## config.mk

```make
export PLATFORM = sky130hd
export DESIGN_NAME = muldiv_iterative_unit
export DESIGN_NICKNAME = d
export VERILOG_FILES = /design/src/rtl/muldiv_pkg.sv /design/src/rtl/muldiv_step.sv /design/src/rtl/muldiv_iterative_unit.sv
export SDC_FILE = /design/constraint.sdc
export NUM_CORES = 1
export LEC_CHECK = 0
export BUFFER_PORTS_ARGS = -buffer_cell sky130_fd_sc_hd__buf_2
export CAP_MARGIN = 20
export CORE_MARGIN = 5
export CORE_UTILIZATION = 38
export DETAILED_ROUTE_END_ITERATION = 10
export PLACE_DENSITY = 0.56
export SYNTH_ARGS = -nofsm -noshare
export SYNTH_HDL_FRONTEND = slang
export SYNTH_SLANG_ARGS = --single-unit
```

## constraint.sdc

```tcl
create_clock -name clk -period 4.8 [get_ports clk]
set_input_delay 0 -clock clk [delete_from_list [all_inputs] [get_ports clk]]
set_output_delay 0 -clock clk [all_outputs]
set_load 0.02 [all_outputs]
```

## src/rtl/muldiv_pkg.sv

```systemverilog
// muldiv_pkg: shared types and helpers for the iterative multiply/divide unit
package muldiv_pkg;
  typedef enum logic [2:0] {MUL, MULH, MULHSU, MULHU, DIV, DIVU, REM, REMU} muldiv_op_e;
  typedef enum logic [1:0] {IDLE, CALC, FIX, DONE} state_e;
  function automatic logic is_div(muldiv_op_e op);
    return op >= DIV;
  endfunction
endpackage

```

## src/rtl/muldiv_step.sv

```systemverilog
// muldiv_step: combinational RADIX-bit slice, shift-add multiply or restoring divide
module muldiv_step #(
  parameter int XLEN  = 32,
  parameter int RADIX = 1
) (
  input  logic            div_i,
  input  logic [XLEN:0]   acc_i,
  input  logic [XLEN-1:0] lo_i,
  input  logic [XLEN-1:0] opnd_i,
  output logic [XLEN:0]   acc_o,
  output logic [XLEN-1:0] lo_o
);
  logic [XLEN:0]   acc_w [RADIX+1];
  logic [XLEN-1:0] lo_w  [RADIX+1];
  assign acc_w[0] = acc_i;
  assign lo_w[0]  = lo_i;
  for (genvar i = 0; i < RADIX; i++) begin : g_bit
    logic [XLEN:0]   sum, sh;
    logic [XLEN+1:0] dif;
    // multiply: {acc,lo} is the product, multiplier bits consumed from lo[0]
    assign sum = acc_w[i] + (lo_w[i][0] ? {1'b0, opnd_i} : '0);
    // divide: acc is the partial remainder, dividend bits enter from lo msb
    assign sh  = {acc_w[i][XLEN-1:0], lo_w[i][XLEN-1]};
    assign dif = {1'b0, sh} - {2'b0, opnd_i};
    assign acc_w[i+1] = div_i ? (dif[XLEN+1] ? sh : dif[XLEN:0]) : {1'b0, sum[XLEN:1]};
    assign lo_w[i+1]  = div_i ? {lo_w[i][XLEN-2:0], ~dif[XLEN+1]} : {sum[0], lo_w[i][XLEN-1:1]};
  end
  assign acc_o = acc_w[RADIX];
  assign lo_o  = lo_w[RADIX];
endmodule

```

## src/rtl/muldiv_iterative_unit.sv

```systemverilog
// muldiv_iterative_unit: iterative RV32M/RV64M execute unit, all M ops behind start/done
module muldiv_iterative_unit
  import muldiv_pkg::*;
#(
  parameter int XLEN  = 32,
  parameter int RADIX = 1
) (
  input  logic            clk,
  input  logic            rst,
  input  logic            start_i,
  input  logic [2:0]      op_i,
  input  logic [XLEN-1:0] src_a_i,
  input  logic [XLEN-1:0] src_b_i,
  input  logic            flush_i,
  output logic            ready_o,
  output logic            busy_o,
  output logic            done_o,
  output logic [XLEN-1:0] result_o
);
  localparam int N  = XLEN / RADIX;
  localparam int CW = $clog2(N);
  state_e          state_q;
  muldiv_op_e      op_q, op;
  logic [CW-1:0]   cnt_q;
  logic [XLEN:0]   acc_q, acc_d;
  logic [XLEN-1:0] lo_q, lo_d, opnd_q, result_q, a_mag, b_mag, sp_res, quo, rem, res_d;
  logic [2*XLEN-1:0] prod;
  logic            neg_q, nrem_q, a_sgn, b_sgn, rem_op, special;
  assign op      = muldiv_op_e'(op_i);
  assign a_sgn   = (op == MULH || op == MULHSU || op == DIV || op == REM) && src_a_i[XLEN-1];
  assign b_sgn   = (op == MULH || op == DIV || op == REM) && src_b_i[XLEN-1];
  assign a_mag   = a_sgn ? -src_a_i : src_a_i;
  assign b_mag   = b_sgn ? -src_b_i : src_b_i;
  assign rem_op  = op == REM || op == REMU;
  // divide-by-zero and signed overflow skip the datapath entirely
  assign special = is_div(op) && (~|src_b_i || ((op == DIV || op == REM) &&
                   src_a_i == {1'b1, {(XLEN-1){1'b0}}} && &src_b_i));
  assign sp_res  = ~|src_b_i ? (rem_op ? src_a_i : '1) : (rem_op ? '0 : src_a_i);
  muldiv_step #(.XLEN(XLEN), .RADIX(RADIX)) u_step (
    .div_i (is_div(op_q)),
    .acc_i (acc_q),
    .lo_i  (lo_q),
    .opnd_i(opnd_q),
    .acc_o (acc_d),
    .lo_o  (lo_d)
  );
  assign prod  = neg_q ? -{acc_q[XLEN-1:0], lo_q} : {acc_q[XLEN-1:0], lo_q};
  assign quo   = neg_q ? -lo_q : lo_q;
  assign rem   = nrem_q ? -acc_q[XLEN-1:0] : acc_q[XLEN-1:0];
  assign res_d = is_div(op_q) ? ((op_q == REM || op_q == REMU) ? rem : quo) :
                 (op_q == MUL ? prod[XLEN-1:0] : prod[2*XLEN-1:XLEN]);
  always_ff @(posedge clk or posedge rst) begin
    if (rst) begin
      state_q  <= IDLE;
      cnt_q    <= '0;
      result_q <= '0;
      op_q     <= MUL;
      neg_q    <= 1'b0;
      nrem_q   <= 1'b0;
      acc_q    <= '0;
      lo_q     <= '0;
      opnd_q   <= '0;
    end else if (flush_i) begin
      state_q <= IDLE;
      cnt_q   <= '0;
    end else begin
      case (state_q)
        CALC: begin
          acc_q <= acc_d;
          lo_q  <= lo_d;
          cnt_q <= cnt_q + CW'(1);
          if (cnt_q == CW'(N - 1)) begin
            state_q <= FIX;
            cnt_q   <= '0;
          end
        end
        FIX: begin
          result_q <= res_d;
          state_q  <= DONE;
        end
        default: begin
          state_q <= IDLE;
          if (start_i) begin
            state_q <= special ? DONE : CALC;
            cnt_q   <= '0;
            op_q    <= op;
            neg_q   <= a_sgn ^ b_sgn;
            nrem_q  <= a_sgn;
            acc_q   <= '0;
            lo_q    <= is_div(op) ? a_mag : b_mag;
            opnd_q  <= is_div(op) ? b_mag : a_mag;
            if (special) result_q <= sp_res;
          end
        end
      endcase
    end
  end
  assign ready_o  = state_q == IDLE || state_q == DONE;
  assign busy_o   = state_q == CALC || state_q == FIX;
  assign done_o   = state_q == DONE;
  assign result_o = result_q;
endmodule
```

==> flow_summary.toml <==
[global_route]
grtUsageTotal = 0.261
antenna_found_initial = 0
grt_max_degree = 97
globalRouteOverflowTotal = 0
grt_pass1_wl_um = 90000
grt_pass1_vias = 14400

[min_path]
worstHoldPathType = "in -> reg"

[floorplanning]
rows = 73
die_h_um = 210
core_mm2 = 0.0396
io_pins = 106
die_area_mm2 = 0.0441
die_width_um = 210
start_util = 0.383

[setup_path]
worstPathRequired_ns = 5.13
crit_top_cell = "o31a_1"
cp-end-kind = "register"
crit_arrival_ns = 4.40
cp_max_fo = 28
cp_slowest_cell = "a41oi_1"
critical_path_class = "reg -> reg"
cp_slowest_stage_delay_ns = 0.60
cp-start-kind = "register"
crit_chain = "ha_1 > nor2b_1 > o31a_1 > o31ai_1 > o31a_1 > o21ai_0 > a41oi_1 > nor2_4 > buf_12 > mux2i_1 > a21oi_1 > mux2_2"

[clock_tree]
postCtsSetupBuffers = 0
hold_buffers = 7
path_clk_slew_ns = 0.07
cts_sinks = 141
cts_max_path_buffers = 2
htree_levels = 4
numCtsBuffers = 17
cts_resized = 0
cts_tree = "built"
insertion_delay_ns = 0.45
cts_root_buf = "clkbuf_16"

[sta]
grt_setup_unrepaired = "false"
hold_ws_ns = 0.0243
drv_slew = 0
fmax_mhz = 246
hold_viol = 0
worst_pin_slew_ns = 1.03
fin_crit_sh = 0.847
period_minus_slack_ns = 4.07
finClkSkew_ns = 0.0140
setup_viol = 0
setup_tns_ns = 0
slew-limit-headroom = 0.314

[detailed_routing]
drc = 0
dr_total_vias = 15600
first_iter_violations = 1608
wl_per_cell_um = 22.6
firstDrtPassIters = 5
finalWirelength_um = 59300
ant_nets = 0
viasPerCell = 5.95

[pwr]
power_density_mw_per_mm2 = 700
total_leakage_power_nw = 7.25
ir_drop_uv = 405

[finish]
layout_commonest_cell = "nand2_1"
final_nets = 2229
areaGrowthSynthToFinish_pct = 10.5
diodes = 0
final_area_mm2 = 0.0168
final_layout_size_suffix_gt1_frac = 0.121
layout_common_cells = "230 x nand2_1, 228 x o21ai_0, 201 x nor2_1, 192 x a21oi_1, 139 x dfrtp_1"

[placement]
port-buffer-count = 105
dpl_cell_area_mm2 = 0.0161
hpwl_um = 46100
place_congestion = 1.02

[synth]
ys_seq_area_frac = 0.232
synth_top_area_frac = 0.232
netlist_area_mm2 = 0.0152
synth_cells = 2054
synth-async-reset-ratio = 1.00
synth_cell_types = 85
synth_nets = 2201
yosys_most_used_dff = "dfrtp_1"
yosysTopAreaCell = "dfrtp_1"
synth_edf_count = 0
avgSynthCellArea_um2 = 7.40
ys_warn_count = 0
ys_ff_latch = 141
synthTopCellsByArea = "dfrtp_1 23%, o21ai_0 7.5%, a21oi_1 6.3%, ha_1 6.1%, xor2_1 5.7%"

[job]
drv_cap = 0

[run_status]
status = "completed"
[layout make-up]
type | count | area (um^2)
Fill cell | 4179 | 22800
Sequential cell | 141 | 3530
Clock buffer | 20 | 437
Multi-Input combinational cell | 1702 | 10900
Inverter | 65 | 249
Clock inverter | 12 | 136
Tap cell | 525 | 657
Timing Repair Buffer | 155 | 928
[cell usage after synthesis, drive strengths merged (5+ instances only)]
master     n
o211ai    11
a21oi    193
a22o      10
o22ai      7
xor2      99
and2      13
a211oi    37
o41ai      9
nand2b    15
o31a       8
o21ai    238
mux2      43
a221oi     5
nor2b     11
inv       64
mux2i     32
a211o      8
nor2     202
clkbuf   123
or2       13
o31ai     32
nand2    231
o2111ai    7
nor3b      6
a21o      34
o221ai    22
ha        74
or4       12
nor4      16
a31oi     17
nand4     19
or3       29
o21bai     8
a311oi     6
and3       7
nor3      33
xnor2     93
o21a      14
buf       23
dfrtp    141
nand3     33
[flip-flops by register name, indices dropped and copies added, names as in the netlist]
signal and cells:
state_q 2, nrem_q 1, lo_q 32, acc_q 33, result_o 32, op_q 3, opnd_q 32, neg_q 1
cnt_q 5
[per-stage QoR]
stage | cells | util | setup slack [ns] | total power [mW]
5_1_grt | 2620 | 0.424 | 0.367 | 12.6
2_1_floorplan | 2054 | - | 1.02 | 7.80
3_5_place_dp | 2579 | 0.407 | 0.783 | 10.2
4_1_cts | 2618 | 0.423 | 0.773 | 11.6
6_report | 2620 | 0.424 | 0.734 | 11.8
3_3_place_gp | 2579 | 0.407 | 0.884 | 10.2
[power breakdown]
group | total (mW) | switching [mW] | internal (mW)
Sequential | 2.40 | 0.730 | 1.67
Clock | 1.37 | 0.598 | 0.770
Combinational | 7.98 | 5.05 | 2.93
Total | 11.8 | 6.38 | 5.37
[worst max-delay path, delay by kind of cell (launching register included)]
family | cells | cell delay, ns
AND/OR/NAND/NOR | 2 | 0.29
adder cells (fa/ha/maj) | 1 | 0.33
multiplexers | 2 | 0.49
flip-flops | 1 | 0.48
buffers and inverters | 1 | 0.22
AO/OA/AOI/OAI | 6 | 2.11
[per-layer routing]
layer	part of all wire	GRT usage
met5	0	0
met4	0.047	0.113
met3	0.063	0.0323
met2	0.43	0.397
met1	0.46	0.375
[path summary, 6_finish.rpt]
path                                          from                 endpoint  slack (ns)  depth (start not counted)
hold reg to reg            result_o[8]$_DFFE_PP0P_  result_o[8]$_DFFE_PP0P_        0.47                          2
min in group asynchronous                      rst    opnd_q[5]$_DFFE_PP0P_        0.29                          3
hold / removal                         src_b_i[17]   opnd_q[17]$_DFFE_PP0P_        0.02                          4
max in group asynchronous                      rst      op_q[2]$_DFFE_PP0P_        3.21                          4
setup reg to reg              acc_q[0]$_DFFE_PP0P_     acc_q[3]$_DFFE_PP0P_        0.73                         12
setup / recovery              acc_q[0]$_DFFE_PP0P_     acc_q[3]$_DFFE_PP0P_        0.73                         12
[logic make-up after synthesis]
group,after synthesis,share of synthesized area
fa+ha+maj,77,0.0642
buf+inv,211,0.0547
mux,75,0.0529
simple gates,654,0.199
xor+xnor,192,0.111
flops,141,0.232
compound gates,704,0.286
Power figures use the tool's default switching activity.
